<file path="src/rtl/alu_seq_ctrl.sv">
// ALU control decoder with an iterative shift-add multiplier and restoring divider.
// Optional define ALU_MUL_EARLY_TERM_EN: finish a multiply once no multiplier bits remain.
module alu_seq_ctrl #(
  parameter int WIDTH    = 32,
  parameter int ALUSEL_W = 3
) (
  input  logic                clk,
  input  logic                rst_n,
  input  logic                valid_in,
  input  logic [2:0]          opcode,
  input  logic [1:0]          funct2,
  input  logic [1:0]          ALUOp,
  input  logic [WIDTH-1:0]    src_a,
  input  logic [WIDTH-1:0]    src_b,
  output logic [ALUSEL_W-1:0] alu_sel,
  output logic                illegal_op,
  output logic                stall,
  output logic                mc_done,
  output logic [WIDTH-1:0]    mc_result,
  output logic                div_zero
);

  localparam int CNT_W = $clog2(WIDTH + 1);

  localparam logic [ALUSEL_W-1:0] SEL_ADD  = ALUSEL_W'(0);
  localparam logic [ALUSEL_W-1:0] SEL_SUB  = ALUSEL_W'(1);
  localparam logic [ALUSEL_W-1:0] SEL_MUL  = ALUSEL_W'(2);
  localparam logic [ALUSEL_W-1:0] SEL_DIV  = ALUSEL_W'(3);
  localparam logic [ALUSEL_W-1:0] SEL_AND  = ALUSEL_W'(4);
  localparam logic [ALUSEL_W-1:0] SEL_OR   = ALUSEL_W'(5);
  localparam logic [ALUSEL_W-1:0] SEL_SLLI = ALUSEL_W'(6);
  localparam logic [ALUSEL_W-1:0] SEL_SRLI = ALUSEL_W'(7);

  localparam logic [1:0] S_IDLE = 2'd0;
  localparam logic [1:0] S_MUL  = 2'd1;
  localparam logic [1:0] S_DIV  = 2'd2;
  localparam logic [1:0] S_DONE = 2'd3;

  logic [3:0] key;
  logic       dec_ok;
  logic       mc_op;

  assign key = {ALUOp, funct2};

  always_comb begin
    alu_sel    = SEL_ADD;
    illegal_op = 1'b0;
    dec_ok     = 1'b1;
    case (opcode)
      3'b000: begin
        case (key)
          4'b1000: alu_sel = SEL_ADD;
          4'b1001: alu_sel = SEL_SUB;
          4'b1010: alu_sel = SEL_MUL;
          4'b1011: alu_sel = SEL_DIV;
          default: dec_ok = 1'b0;
        endcase
      end
      3'b001: begin
        case (key)
          4'b1000: alu_sel = SEL_AND;
          4'b1001: alu_sel = SEL_OR;
          4'b1010: alu_sel = SEL_SUB;
          default: dec_ok = 1'b0;
        endcase
      end
      3'b010: begin
        case (key)
          4'b0000: alu_sel = SEL_ADD;
          4'b0001: alu_sel = SEL_SLLI;
          4'b0010: alu_sel = SEL_SRLI;
          default: dec_ok = 1'b0;
        endcase
      end
      3'b011, 3'b100: alu_sel = SEL_ADD;
      default: dec_ok = 1'b0;
    endcase
    if (!dec_ok) begin
      alu_sel    = SEL_ADD;
      illegal_op = valid_in;
    end
  end

  assign mc_op = valid_in & (opcode == 3'b000) & ((key == 4'b1010) | (key == 4'b1011));

  // a_q: multiplicand, or dividend shifting out while quotient bits shift in.
  // b_q: multiplier or divisor.  acc_q: product or partial remainder.
  logic [1:0]       state_q, state_d;
  logic [CNT_W-1:0] cnt_q, cnt_d;
  logic [WIDTH-1:0] a_q, a_d;
  logic [WIDTH-1:0] b_q, b_d;
  logic [WIDTH-1:0] acc_q, acc_d;
  logic [WIDTH-1:0] res_q, res_d;
  logic             dz_q, dz_d;

  logic [WIDTH-1:0] acc_step;
  logic [WIDTH:0]   rem_sh;
  logic [WIDTH-1:0] rem_sub;
  logic             rem_ge;
  logic             mul_last;

  assign acc_step = acc_q + (b_q[0] ? a_q : '0);
  assign rem_sh   = {acc_q, a_q[WIDTH-1]};
  assign rem_ge   = rem_sh >= {1'b0, b_q};
  // Only used when rem_sh >= divisor, so the true difference fits in WIDTH bits.
  assign rem_sub  = rem_sh[WIDTH-1:0] - b_q;

`ifdef ALU_MUL_EARLY_TERM_EN
  assign mul_last = (cnt_q == CNT_W'(1)) || ((b_q >> 1) == '0);
`else
  assign mul_last = (cnt_q == CNT_W'(1));
`endif

  always_comb begin
    state_d = state_q;
    cnt_d   = cnt_q;
    a_d     = a_q;
    b_d     = b_q;
    acc_d   = acc_q;
    res_d   = res_q;
    dz_d    = dz_q;
    case (state_q)
      S_IDLE: begin
        if (mc_op) begin
          dz_d  = 1'b0;
          a_d   = src_a;
          b_d   = src_b;
          acc_d = '0;
          cnt_d = CNT_W'(WIDTH);
          if (!funct2[0]) begin
            state_d = S_MUL;
`ifdef ALU_MUL_EARLY_TERM_EN
            if (src_b == '0) begin
              state_d = S_DONE;
              res_d   = '0;
              cnt_d   = '0;
            end
`endif
          end else if (src_b == '0) begin
            state_d = S_DONE;
            res_d   = '1;
            dz_d    = 1'b1;
            cnt_d   = '0;
          end else begin
            state_d = S_DIV;
          end
        end
      end
      S_MUL: begin
        acc_d = acc_step;
        a_d   = a_q << 1;
        b_d   = b_q >> 1;
        cnt_d = cnt_q - CNT_W'(1);
        if (mul_last) begin
          state_d = S_DONE;
          res_d   = acc_step;
        end
      end
      S_DIV: begin
        acc_d = rem_ge ? rem_sub : rem_sh[WIDTH-1:0];
        a_d   = {a_q[WIDTH-2:0], rem_ge};
        cnt_d = cnt_q - CNT_W'(1);
        if (cnt_q == CNT_W'(1)) begin
          state_d = S_DONE;
          res_d   = {a_q[WIDTH-2:0], rem_ge};
        end
      end
      default: begin
        state_d = S_IDLE;
        cnt_d   = '0;
      end
    endcase
  end

  always_ff @(posedge clk or negedge rst_n) begin
    if (!rst_n) begin
      state_q <= S_IDLE;
      cnt_q   <= '0;
      a_q     <= '0;
      b_q     <= '0;
      acc_q   <= '0;
      res_q   <= '0;
      dz_q    <= 1'b0;
    end else begin
      state_q <= state_d;
      cnt_q   <= cnt_d;
      a_q     <= a_d;
      b_q     <= b_d;
      acc_q   <= acc_d;
      res_q   <= res_d;
      dz_q    <= dz_d;
    end
  end

  assign stall     = ((state_q == S_IDLE) & mc_op) | (state_q == S_MUL) | (state_q == S_DIV);
  assign mc_done   = (state_q == S_DONE);
  assign mc_result = res_q;
  assign div_zero  = dz_q;

endmodule

</file>
<file path="config.mk">
export PLATFORM = sky130hd
export DESIGN_NAME = alu_seq_ctrl
export DESIGN_NICKNAME = d
export VERILOG_FILES = /design/src/rtl/alu_seq_ctrl.sv
export SDC_FILE = /design/constraint.sdc
export NUM_CORES = 1
export LEC_CHECK = 0
export ABC_AREA = 0
export BUFFER_PORTS_ARGS = -buffer_cell sky130_fd_sc_hd__buf_4
export CORE_MARGIN = 2
export CORE_UTILIZATION = 53
export CTS_CLUSTER_SIZE = 28
export DETAILED_ROUTE_END_ITERATION = 10
export PLACE_DENSITY = 0.73
export SYNTH_ARGS = -nofsm -noshare
export SYNTH_HDL_FRONTEND = slang
export SYNTH_SLANG_ARGS = --single-unit
export TNS_END_PERCENT = 10
</file>
<file path="constraint.sdc">
create_clock -name clk -period 7.98 [get_ports clk]
set_input_delay 0.399 -clock clk [delete_from_list [all_inputs] [get_ports clk]]
set_output_delay 0.399 -clock clk [all_outputs]
set_load 0.005 [all_outputs]
</file>
==> results.yml <==
synthesis:
  synth_edf_count: 0
  synth_area_um2: 10600
  syn_area_per_cell_um2: 8.26
  synthFlopType: "dfrtp_1"
  syn_nets: 1429
  synth.distinct_cells: 64
  synth_cells: 1282
  yosysWarnings: 0
  ys_ff_latch: 137
  async_reset_ff_share_pct: 100
  synth_seq_area_share_pct: 32.4
drt:
  first_pass_iters: 5
  drtAntennaViolNets: 0
  dr_total_vias: 10000
  drc: 0
  drt_iter0_markers: 744
  post_drt_wl_per_cell_um: 19.0
  wl_um: 31100
  vias_per_cell: 6.11
setup_path:
  reg2reg_depth: 13
  regToRegStartpoint: "b_q[0]$_DFFE_PN0P_"
  cp-start-kind: "flop"
  critPathCapture: "acc_q[28]$_DFFE_PN0P_"
  ff2ff_setup_slack_ps: 3790
  cp_max_fo: 34
  cp-startpoint: "b_q[0]$_DFFE_PN0P_"
  worstSetupEndpointType: "flop"
  crit_type: "reg2reg"
  cp_common_cell: "a21oi_1"
  arrival_ps: 4510
  r2r-end: "acc_q[28]$_DFFE_PN0P_"
  critPathSlowestCell: "dfrtp_1"
  crit_chain: "and2_1 -> ha_1 -> fa_1 -> a211o_1 -> o211ai_1 -> a31o_2 -> o41a_1 -> o31a_1 -> a21oi_1 -> nor2b_1 -> a21oi_1 -> xnor2_1 -> a221o_1"
  required_ps: 8300
  critical_path.max_stage_delay_ps: 1020
cells_and_area:
  diodes: 0
  final_nets: 1508
  drive_above_1_share_pct: 13.1
  layout_commonest_cell: "nand2_1"
  layout_common_cells: "155 x nand2_1, 137 x dfrtp_1, 123 x buf_4, 116 x nor2_1, 112 x o21ai_0"
  syn2layout_area_growth_pct: 15.8
  utilization_pct: 62.8
die:
  rows: 51
  ios: 113
  die_area_um2: 21100
  die_h_um: 145
  core-area_um2: 19500
  die_x_um: 145
  initial_core_util_pct: 54.2
cts:
  clock_latency_ps: 440
  cts_buffer_depth: 2
  cts_hold_buffers: 0
  clock-sinks: 137
  cts_tree: "done"
  htree_num_levels: 4
  postCtsSetupBuffers: 0
  clkTransAtPathRegs_ps: 70
  cts_root_buf: "clkbuf_16"
  cts_inserted_buffers: 17
  cts_resized: 0
sta:
  clock-skew-final_ps: 6.05
  finalCritPeriodShare_pct: 52.5
  fin_hold_ws_ps: -36.9
  rsz0062_at_grt: "false"
  layout_setup_ws_ps: 3790
  slew_violations: 0
  tightest_slew_ps: 1040
  setup-tns-final_ps: 0
  slew_headroom_pct: 30.8
  clock.fmax_ghz: 0.239
  finalHoldViolCount: 41
  period_needed_ps: 4190
  setup_viol_count_final: 0
flow_run:
  cap_violations: 0
global_routing:
  overflow: 0
  grt_usage_pct: 29.8
  grt_first_pass_wirelength_um: 50900
  grt_pass1_vias: 9865
  grt_antenna_before_repair: 0
  grt_max_degree: 71
status:
  violations: "negative hold slack"
  status: "finished with violations"
power:
  power_density_nw_per_um2: 362
  leakagePower_nw: 5.62
  total_power_mw: 4.44
  irDropWorstVdd_uv: 299
min_path:
  hp-class: "in2async"
place:
  dp_hpwl_um: 22500
  post-place-ws_ps: 3870
  io_buffers: 112
  place_congestion: 0.946
-- worst max-delay path: cells and delay by family, from the launching register on --
| kind | cells | cell delay, ps |
|---|---|---|
| xor+xnor | 1 | 150 |
| compound gates | 8 | 1920 |
| fa+ha+maj | 2 | 460 |
| simple gates | 2 | 510 |
| flops | 1 | 1020 |
-- worst min-delay path by stage --
| stage | cells after the start | to | slack (ps) |
|---|---|---|---|
| CTS | 1 | b_q[26]$_DFFE_PN0P_ | 2 |
| finish | 1 | b_q[26]$_DFFE_PN0P_ | -40 |
| global route | 1 | b_q[25]$_DFFE_PN0P_ | 30 |
| floorplan | 0 | a_q[0]$_DFFE_PN0P_ | 100 |
| detailed placement | 1 | b_q[26]$_DFFE_PN0P_ | 470 |
| global placement | 1 | b_q[26]$_DFFE_PN0P_ | 460 |
-- power by group --
group          switching [mW]  total, mW  internal, mW  leakage (nW)
logic                    1.39       2.32         0.928          3.59
registers               0.262       1.23         0.969          1.72
clock network           0.357      0.888         0.531         0.311
total                    2.01       4.44          2.43          5.62
-- area by class of cell --
cell class              count  area (um2)
clock buffers              17         425
clock inverters            15         214
fillers                  1774        7260
inverters                  58         218
multi-input cells        1023        6710
flip-flops and latches    137        3430
well taps                 265         332
repair buffers            124         935
-- synthesized netlist by cell type (19+ instances only) --
cell type	instances	area, um2
xnor2_1	35	307
a21oi_1	85	425
and2_1	40	250
nor2_1	118	443
a31oi_1	26	163
nand2_1	155	582
a221oi_1	35	307
a21o_1	43	323
mux2i_1	54	541
ha_1	71	888
inv_1	57	214
clkbuf_1	56	210
xor2_1	19	166
o21ai_0	112	561
dfrtp_1	137	3430
nand3_1	20	100
-- logic make-up (layout without fill, tap and decap cells) --
logic type | Yosys count | count (layout) | share of synthesized area (%)
buf+inv | 122 | 214 | 4.37
fa+ha+maj | 73 | 73 | 8.77
mux | 62 | 62 | 5.96
xor+xnor | 54 | 54 | 4.47
simple gates | 415 | 415 | 17.7
flops | 137 | 137 | 32.4
compound gates | 419 | 419 | 26.3
-- layer usage --
metal,vias up,share of wire [%],global-route usage [%]
li1,4803,-,-
met1,4823,42,37.2
met2,295,49,50.9
met3,98,4.4,4.83
met4,0,4.2,13.5
met5,-,0,0
-- state kept, by name, summed over array words and instances, names as in the netlist --
| register | cells |
|---|---|
| a_q | 32 |
| acc_q | 32 |
| b_q | 32 |
| cnt_q | 6 |
| div_zero | 1 |
| mc_result | 32 |
| state_q | 2 |
-- per-stage QoR --
step | hold WS [ps] | instances | cell area, um2
floorplan | 103 | 1282 | 10600
global placement | 458 | 1607 | 11600
detailed placement | 468 | 1607 | 11600
CTS | 2.38 | 1639 | 12300
global route | 25.4 | 1639 | 12300
finish | -36.9 | 1639 | 12300
No activity file was read; power rests on OpenSTA's default activity.
